File: src/rtl/triage_pkg.sv
// Shared encodings for the triage ward scheduler: bed states, actuator codes
// and scan controller states.
package triage_pkg;

  localparam logic [1:0] IDLE         = 2'b00;
  localparam logic [1:0] OBSERVATION  = 2'b01;
  localparam logic [1:0] PRE_CRITICAL = 2'b10;
  localparam logic [1:0] CRITICAL     = 2'b11;

  localparam logic [5:0] A_IDLE         = 6'b000000;
  localparam logic [5:0] A_OBSERVATION  = 6'b001100;
  localparam logic [5:0] A_PRE_CRITICAL = 6'b011010;
  localparam logic [5:0] A_CRITICAL     = 6'b111111;

  localparam logic [1:0] SCAN_WAIT   = 2'd0;
  localparam logic [1:0] SCAN_SAMPLE = 2'd1;
  localparam logic [1:0] SCAN_UPDATE = 2'd2;

  function automatic logic [5:0] act_code(input logic [1:0] st);
    case (st)
      OBSERVATION:  return A_OBSERVATION;
      PRE_CRITICAL: return A_PRE_CRITICAL;
      CRITICAL:     return A_CRITICAL;
      default:      return A_IDLE;
    endcase
  endfunction

endpackage

File: src/rtl/triage_eval.sv
// Combinational triage evaluation for one bed: classifies the sensor vector
// and produces the next state plus its actuator code.
import triage_pkg::*;

module triage_eval (
  input  logic [5:0] S,
  input  logic [1:0] PS,
  output logic [1:0] NS,
  output logic [5:0] A
);

  logic h, n, l1;

  assign h  = (S[0] & S[1]) | (S[2] & S[3]) | (S[0] & S[2]);
  assign n  = (S == 6'b000000);
  assign l1 = (S[5] | S[4]) & ~h;

  always_comb begin
    NS = PS;
    case (PS)
      IDLE:         NS = h ? PRE_CRITICAL : (l1 ? OBSERVATION : IDLE);
      OBSERVATION:  NS = h ? PRE_CRITICAL : (n ? IDLE : OBSERVATION);
      PRE_CRITICAL: NS = (h | l1) ? CRITICAL : (n ? IDLE : PRE_CRITICAL);
      default:      NS = CRITICAL;
    endcase
  end

  assign A = act_code(NS);

endmodule

File: src/rtl/triage_ward_scheduler.sv
// Round-robin multi-bed triage controller: one shared evaluator, per-bed state
// file, nurse alarm with acknowledge-edge clearing.
import triage_pkg::*;

module triage_ward_scheduler #(
  parameter  int NBED     = 4,
  parameter  int SCAN_DIV = 1000,
  localparam int BW       = (NBED > 1) ? $clog2(NBED) : 1
) (
  input  logic                 CLK,
  input  logic                 RST,
  input  logic [6*NBED-1:0]    S_BUS,
  input  logic                 ACK,
  output logic [BW-1:0]        BED_SEL,
  output logic [5:0]           A,
  output logic                 A_VALID,
  output logic                 ALARM,
  output logic [BW-1:0]        ALARM_BED,
  output logic [2*NBED-1:0]    STATE_BUS
);

  localparam int DW = $clog2(SCAN_DIV);

  logic [DW-1:0]     div_q;
  logic [1:0]        fsm_q;
  logic [BW-1:0]     ptr_q;
  logic [2*NBED-1:0] st_q;
  logic              ack_q;

  logic              tick;
  logic [5:0]        s_cur;
  logic [1:0]        ps_cur, ns_ev, ns_fin;
  logic [5:0]        a_ev, a_fin;
  logic              ack_clr, clr_hit;
  logic              alarm_nx;
  logic [BW-1:0]     alarm_bed_nx;

  // The divider free-runs so the bed service period is exactly SCAN_DIV.
  assign tick   = (div_q == '0);
  assign s_cur  = S_BUS[6*int'(ptr_q) +: 6];
  assign ps_cur = st_q[2*int'(ptr_q) +: 2];

  triage_eval u_eval (
    .S  (s_cur),
    .PS (ps_cur),
    .NS (ns_ev),
    .A  (a_ev)
  );

  // An acknowledge landing on the bed being serviced overrides the evaluation.
  assign ack_clr = ACK & ~ack_q & ALARM;
  assign clr_hit = ack_clr && (ALARM_BED == ptr_q);
  assign ns_fin  = clr_hit ? IDLE   : ns_ev;
  assign a_fin   = clr_hit ? A_IDLE : a_ev;

  always_comb begin
    alarm_nx     = 1'b0;
    alarm_bed_nx = '0;
    for (int i = NBED - 1; i >= 0; i--) begin
      if (st_q[2*i +: 2] == CRITICAL) begin
        alarm_nx     = 1'b1;
        alarm_bed_nx = BW'(i);
      end
    end
  end

  always_ff @(posedge CLK or posedge RST) begin
    if (RST) begin
      div_q     <= DW'(SCAN_DIV - 1);
      fsm_q     <= SCAN_WAIT;
      ptr_q     <= '0;
      st_q      <= '0;
      ack_q     <= 1'b0;
      A         <= A_IDLE;
      A_VALID   <= 1'b0;
      BED_SEL   <= '0;
      ALARM     <= 1'b0;
      ALARM_BED <= '0;
    end else begin
      ack_q     <= ACK;
      ALARM     <= alarm_nx;
      ALARM_BED <= alarm_bed_nx;
      div_q     <= tick ? DW'(SCAN_DIV - 1) : div_q - DW'(1);
      A_VALID   <= 1'b0;
      if (ack_clr)
        st_q[2*int'(ALARM_BED) +: 2] <= IDLE;
      case (fsm_q)
        SCAN_WAIT: begin
          if (tick)
            fsm_q <= SCAN_SAMPLE;
        end
        SCAN_SAMPLE: begin
          st_q[2*int'(ptr_q) +: 2] <= ns_fin;
          A       <= a_fin;
          BED_SEL <= ptr_q;
          A_VALID <= 1'b1;
          fsm_q   <= SCAN_UPDATE;
        end
        SCAN_UPDATE: begin
          ptr_q <= (ptr_q == BW'(NBED - 1)) ? '0 : ptr_q + BW'(1);
          fsm_q <= SCAN_WAIT;
        end
        default: fsm_q <= SCAN_WAIT;
      endcase
    end
  end

  assign STATE_BUS = st_q;

endmodule

File: config.mk
export PLATFORM = sky130hd
export DESIGN_NAME = triage_ward_scheduler
export DESIGN_NICKNAME = d
export VERILOG_FILES = /design/src/rtl/triage_pkg.sv /design/src/rtl/triage_eval.sv /design/src/rtl/triage_ward_scheduler.sv
export SDC_FILE = /design/constraint.sdc
export NUM_CORES = 1
export LEC_CHECK = 0
export BUFFER_PORTS_ARGS = -buffer_cell sky130_fd_sc_hd__clkbuf_2
export CAP_MARGIN = 20
export CORE_ASPECT_RATIO = 0.75
export CORE_MARGIN = 8
export CORE_UTILIZATION = 50
export CTS_CLUSTER_DIAMETER = 150
export DETAILED_ROUTE_END_ITERATION = 7
export PLACE_DENSITY = 0.74
export SLEW_MARGIN = 25
export SYNTH_ARGS = -nofsm -noshare
export SYNTH_HDL_FRONTEND = slang
export SYNTH_SLANG_ARGS = --single-unit
File: constraint.sdc
create_clock -name CLK -period 6.08 [get_ports CLK]
set_input_delay 0.608 -clock CLK [delete_from_list [all_inputs] [get_ports CLK]]
set_output_delay 0.608 -clock CLK [all_outputs]
set_load 0.03 [all_outputs]
Yosys cells after proc, flatten, opt, wreduce, memory -nomap -nowiden
Index checks and enable logic that the tools add are counted.
{ "totals": {"ff_bits": 35, "inputBits": 27, "out_inout_bits": 20, "wordCells": 79} }
{ "classes": {"n_addsub": 4, "multipliers": 1, "n_eq_ne": 14, "n_shift": 6, "n_mux": 27, "bitwise_logic": 12, "n_reduce_logical": 5} }
{ "ops": {"columns": ["op", "n"], "rows": [
  ["negator 3 -> 33 bit", 2],
  ["variable shift 2 x 33 -> 8 bit (first input constant)", 2],
  ["variable part select 2 x 33 -> 8 bit", 1],
  ["variable part select 2 x 33 -> 8 bit (first input constant)", 1],
  ["variable part select 24 x 6 -> 6 bit", 1],
  ["2-to-1 mux 2 bit", 11],
  ["== test 2 bit (second input constant)", 9],
  ["one-hot mux 6 bit (3 select lines)", 1],
  ["bitwise mux 8 bit", 2],
  ["2-to-1 mux 8 bit", 2],
  ["zero test 10 bit", 1],
  ["2-to-1 mux 10 bit", 1],
  ["subtractor 10 x 1 -> 10 bit (second input constant)", 1],
  ["variable part select 8 x 4 -> 2 bit", 1],
  ["2-to-1 mux 1 bit", 7],
  ["AND 1 bit", 6],
  ["== test 2 x 1 -> 1 bit (second input constant)", 3],
  ["zero test 6 bit", 1],
  ["2-to-1 mux 6 bit", 1],
  ["one-hot mux 2 bit (3 select lines)", 1],
  ["zero test 2 bit", 2],
  ["multiplier 2 x 2 -> 4 bit (first input constant)", 1],
  ["OR 1 bit", 4],
  ["one-hot mux 2 bit (2 select lines)", 1],
  ["other kinds (5)", 6]
]} }

Logic depth before layout (Yosys ltp)
{ "depth": {"ltp_word": 14, "ltp_mapped": 6, "mapped_depth_nobuf": 5} }

Modules after synthesis
Synthesis repeated with hierarchy kept, for this count alone.
{ "unflattened": {"cells_unflattened": 165, "area_unflattened_um2": 1924.3} }
{ "by_module_without_submodules": {"columns": ["mod", "instances", "cells_each", "area_per_inst_um2", "seq_area_each_um2"], "rows": [
  ["triage_ward_scheduler", 1, 145, 1791.7, 885.8],
  ["triage_eval", 1, 20, 132.6, 0.0]
]} }

Least setup slack after synthesis
OpenSTA, ideal clock, no wires.
{ "synth_path": {"kind": "input to register", "startpoint": "in S_BUS[6]", "endpoint": "reg st_q[0] (netlist: STATE_BUS[0])", "setup_ns": 0.135, "arrival_time_ns": 1.823, "t_required_ns": 5.945, "path_slack_ns": 4.121, "cell_stages": 5, "path_buffers": 0, "path_cell_list": "mux4_1 -> nor2_1 -> o21ai_2 -> o211ai_4 -> o21ai_1"} }
{ "synth_via": {"elab_chain_cells": 13, "elab_cells_between_ends": 22, "classes_between": "shift (2); mux (10); bitwise (9); reduce/logical (1)"} }
{ "synth_rtl": {"columns": ["item", "line_no", "text"], "rows": [
  ["start, declared", "triage_ward_scheduler.sv:12", "input logic [6*NBED-1:0] S_BUS,"],
  ["variable part select 24 x 6 -> 6 bit *", "triage_ward_scheduler.sv:40", "assign s_cur = S_BUS[6*int'(ptr_q) +: 6];"],
  ["AND 1 bit", "triage_eval.sv:14", "assign h = (S[0] & S[1]) | (S[2] & S[3]) | (S[0] & S[2]);"],
  ["OR 1 bit (2 in series)", "triage_eval.sv:14", null],
  ["NOT 1 bit", "triage_eval.sv:16", "assign l1 = (S[5] | S[4]) & ~h;"],
  ["AND 1 bit", "triage_eval.sv:16", null],
  ["OR 1 bit / 2-to-1 mux 1 bit (equally long branches)", "triage_eval.sv:23, triage_eval.sv:21", null],
  ["2-to-1 mux 2 bit (on tied branches)", "triage_eval.sv:23, triage_eval.sv:21", null],
  ["one-hot mux 2 bit (3 select lines) *", "triage_eval.sv:20", "case (PS)"],
  ["2-to-1 mux 2 bit *", "triage_ward_scheduler.sv:53", "assign ns_fin = clr_hit ? IDLE : ns_ev;"],
  ["variable part select 2 x 33 -> 8 bit *", "triage_ward_scheduler.sv:93", "st_q[2*int'(ptr_q) +: 2] <= ns_fin;"],
  ["bitwise mux 8 bit *", "triage_ward_scheduler.sv:93", null],
  ["2-to-1 mux 8 bit *", "triage_ward_scheduler.sv:87", "case (fsm_q)"],
  ["end signal, assigned by index", "triage_ward_scheduler.sv:93", null],
  ["end, declared", "triage_ward_scheduler.sv:27", "logic [2*NBED-1:0] st_q;"]
]} }
Mark *: on every way between the ends. The rest lies on a longest branch, timed or not.
A chain may end at the register's enable or synchronous reset.

Worst setup path in the final report
{ "layout_path": {"startpoint": "reg ptr_q[0]", "endpoint": "reg st_q[4] (netlist: STATE_BUS[4])"} }
{ "layout_via": {"elab_chain_cells": 14, "elab_cells_between_ends": 31, "classes_between": "add/sub (1); mul (1); eq/ne (3); shift (4); mux (10); bitwise (9); reduce/logical (3)"} }
{ "layout_rtl": {"columns": ["item", "line_no", "text"], "rows": [
  ["start, declared", "triage_ward_scheduler.sv:26", "logic [BW-1:0] ptr_q;"],
  ["start signal, assigned", "triage_ward_scheduler.sv:100", "ptr_q <= (ptr_q == BW'(NBED - 1)) ? '0 : ptr_q + BW'(1);"],
  ["multiplier 2 x 2 -> 4 bit", "triage_ward_scheduler.sv:40", null],
  ["variable part select 24 x 6 -> 6 bit", "triage_ward_scheduler.sv:40", null],
  ["AND 1 bit", "triage_eval.sv:14", null],
  ["OR 1 bit (2 in series)", "triage_eval.sv:14", null],
  ["NOT 1 bit", "triage_eval.sv:16", null],
  ["AND 1 bit", "triage_eval.sv:16", null],
  ["OR 1 bit / 2-to-1 mux 1 bit (equally long branches)", "triage_eval.sv:23, triage_eval.sv:21", null],
  ["2-to-1 mux 2 bit (on tied branches)", "triage_eval.sv:23, triage_eval.sv:21", null],
  ["one-hot mux 2 bit (3 select lines)", "triage_eval.sv:20", null],
  ["2-to-1 mux 2 bit", "triage_ward_scheduler.sv:53", null],
  ["variable part select 2 x 33 -> 8 bit", "triage_ward_scheduler.sv:93", null],
  ["bitwise mux 8 bit *", "triage_ward_scheduler.sv:93", null],
  ["2-to-1 mux 8 bit *", "triage_ward_scheduler.sv:87", null]
]} }
Marks and branches as above.

==> results_dict.tcl <==
set metrics [dict create \
    run_status "finished clean" \
    grt_pass1_vias 1491 \
    clock_tree.htree_level_count 2 \
    crit_path_top_delay_cell "sky130_fd_sc_hd__dfrtp_1" \
    clock-sinks 33 \
    cp_data_required_time_ns 6.24 \
    ios 47 \
    first_pass_iters 5 \
    die-area_mm2 0.00572 \
    relSlewSlack_pct 63.6 \
    numPortBuffers 46 \
    setup_tns_final_ns 0 \
    synth_area_per_cell_um2 10.6 \
    arrival_ns 2.54 \
    floorplan.rows 18 \
    postSynthRegisterBits 33 \
    hpwl_mm 3.31 \
    worstMarginPinSlew_ns 0.546 \
    layout_commonest_cell "sky130_fd_sc_hd__clkbuf_2" \
    cts_root_buf "sky130_fd_sc_hd__clkbuf_8" \
    number_of_drc_markers_after_the_initial_detailed_route_iteration 80 \
    synthesis.nets 200 \
    wire_length_of_the_first_global_routing_pass_mm 6.81 \
    category_of_the_most_critical_setup_path "reg -> reg" \
    critPathTopFamily "flip-flops" \
    place_ws_ns 3.73 \
    power.density_mw_per_mm2 226 \
    report.final.slew_viol_count 0 \
    holdCritPathClass "in -> async" \
    detail-route-antenna-nets 0 \
    total_power_uw 478 \
    post_synth_instance_area_mm2 0.00177 \
    synth_seq_area_share_pct 47.2 \
    setup_ws_ns 3.71 \
    max_freq_mhz 421 \
    clk_pin_slew_worst_paths_ns 0.07 \
    wirelength_mm 4.26 \
    antenna_found_initial 0 \
    max-vdd-ir-drop_v 0.000168 \
    layout.nets 249 \
    post-synth-top-area-cell "sky130_fd_sc_hd__dfrtp_1" \
    worstPathBufferInverterCount 0 \
    initial_utilization_pct 53.1 \
    timing.critical_path.slowest_cell_delay_ns 0.69 \
    dr_total_vias 1465 \
    post_cts_hold_buffer_count 0 \
    r2r_start "ptr_q[0]" \
    clk_path_buf_depth 2 \
    crit_fanout 14 \
    synth_largest_type_area_fraction_pct 35.4 \
    post_drt_wl_per_cell_um 16.6 \
    chipHeight_um 67.5 \
    postCtsSetupBuffers 0 \
    min_period_ns 2.37 \
    grt_total_usage_pct 15.4 \
    area_growth_pct 19.4 \
    postCtsResizedCells 0 \
    timing.final.hold_violations 0 \
    gp_congestion 0.925 \
    clock_latency_ns 0.29 \
    drv.max_cap_violation_count 0 \
    worstSetupEndpointType "flop" \
    grt_overflow 0 \
    tritoncts "built" \
    synthCells 167 \
    cts_made_buffers 5 \
    crit_start "ptr_q[0]" \
    yosys_warnings 0 \
    dieWidth_um 84.7 \
    crit_chain "mux4_1, nor2_1, o21ai_2, o211ai_4, o21ai_1" \
    core_mm2 0.00333 \
    power_leakage_uw 0.00103 \
    viasPerCell 5.70 \
    synth_area_leaders "sky130_fd_sc_hd__dfrtp_1 35%, sky130_fd_sc_hd__dfstp_2 12%, sky130_fd_sc_hd__nand2_1 5.3%" \
    netlist-cell-type-count 36 \
    fin_crit_sh_pct 39.1 \
    setup_viol 0 \
    clock-skew-final_ns 0.00490 \
    antenna-diode-count 0 \
    maximum_number_of_pins_on_one_net_before_global_route_repair 34 \
    dpl_cell_area_mm2 0.00202 \
    grt_setup_unrepaired "false" \
    layout.cells.most_common_list "46 x sky130_fd_sc_hd__clkbuf_2, 25 x sky130_fd_sc_hd__dfrtp_1, 25 x sky130_fd_sc_hd__nand2_1, 16 x sky130_fd_sc_hd__nor2_1, 11 x sky130_fd_sc_hd__inv_1" \
    crit_path_start_kind "flop" \
    final_layout_size_suffix_gt1_share_pct 32.7 \
    final_cell_area_mm2 0.00211 \
    detail_route.drc_violations 0 \
]
## synthesized netlist by cell type
master and number:
sky130_fd_sc_hd__and2_1 2, sky130_fd_sc_hd__dfrtp_1 25, sky130_fd_sc_hd__inv_1 11, sky130_fd_sc_hd__nand2_1 25, sky130_fd_sc_hd__mux4_1 3, sky130_fd_sc_hd__xor2_1 7
sky130_fd_sc_hd__xnor2_1 2, sky130_fd_sc_hd__ha_1 6, sky130_fd_sc_hd__o311ai_0 2, sky130_fd_sc_hd__mux4_2 4, sky130_fd_sc_hd__nor3_1 5, sky130_fd_sc_hd__a31oi_1 1
sky130_fd_sc_hd__nor4_2 1, sky130_fd_sc_hd__a22oi_1 4, sky130_fd_sc_hd__o21ai_2 3, sky130_fd_sc_hd__mux2_2 1, sky130_fd_sc_hd__buf_2 1, sky130_fd_sc_hd__or3_1 1
sky130_fd_sc_hd__o21ai_0 5, sky130_fd_sc_hd__o211ai_4 1, sky130_fd_sc_hd__dfstp_2 8, sky130_fd_sc_hd__clkbuf_1 1, sky130_fd_sc_hd__nand3b_1 3, sky130_fd_sc_hd__or4_1 2
sky130_fd_sc_hd__o21ai_1 10, sky130_fd_sc_hd__a21oi_1 2, sky130_fd_sc_hd__buf_6 1, sky130_fd_sc_hd__o211ai_1 1, sky130_fd_sc_hd__nand2b_1 1, sky130_fd_sc_hd__nor2_1 16
sky130_fd_sc_hd__a32oi_1 2, sky130_fd_sc_hd__nand4b_1 3, sky130_fd_sc_hd__nor2b_1 2, sky130_fd_sc_hd__buf_4 2, sky130_fd_sc_hd__nor4_1 1, sky130_fd_sc_hd__nand4_1 2
## worst min-delay path, stage by stage
cell and delay [ns]:
sky130_fd_sc_hd__clkbuf_2 0.08, sky130_fd_sc_hd__inv_1 0.04, sky130_fd_sc_hd__buf_4 0.36
## flip-flops by register name, indices dropped and copies added (netlist names)
signal     count
A              4
ALARM          1
ALARM_BED      2
A_VALID        1
BED_SEL        2
STATE_BUS      8
ack_q          1
div_q         10
fsm_q          2
ptr_q          2
## area by class of cell
class	instances	area, um^2
multi-input combinational	118	857
fill	299	1220
clock buffer	8	90.1
inverter	11	41.3
sequential	33	836
tap	40	50.0
timing repair buffer	47	238
## worst paths after layout
path,cells past startpoint,end,slack (ns)
worst max-delay path,5,STATE_BUS[4],3.71
worst min-delay path,3,fsm_q[1],0.38
worst max register to register,5,STATE_BUS[4],3.71
worst min register to register,1,fsm_q[0],0.44
max in group asynchronous,3,div_q[0],5.37
min in group CLK,1,fsm_q[0],0.44
## routing by layer
layer / track usage (%) / share of wire (%) / up-vias
met2: 23.5 / 46 / 69
met1: 19.2 / 43 / 697
li1: - / - / 689
met5: 0 / 0 / -
met3: 6.30 / 8.7 / 10
met4: 6.40 / 1.9 / 0
## kinds of logic (layout without fill, tap and decap cells)
family,count (synthesis),in the layout,share of synthesized area [%]
adder cells (fa/ha/maj),6,6,4.24
buffers and inverters,16,66,4.31
AND/OR/NAND/NOR,64,64,17.6
flip-flops,33,33,47.2
multiplexers,8,8,10.2
XOR/XNOR,9,9,4.46
AO/OA/AOI/OAI,31,31,12.0
## per-stage QoR
stage	utilization [%]	instances	hold slack, ns
floorplan	-	167	0.414
global placement	60.7	249	0.427
finish	63.4	257	0.377
CTS	63.4	257	0.392
global route	63.4	257	0.417
detailed placement	60.7	249	0.430
## power by group
| part | leakage, uW | internal, uW | switching (uW) |
|---|---|---|---|
| logic | 0.000575 | 24.9 | 42.9 |
| clock network | 0.0000455 | 92.3 | 78.1 |
| registers | 0.000405 | 229 | 10.3 |
| total | 0.00103 | 346 | 131 |
Note: power is estimated with default switching activity, not from simulation.
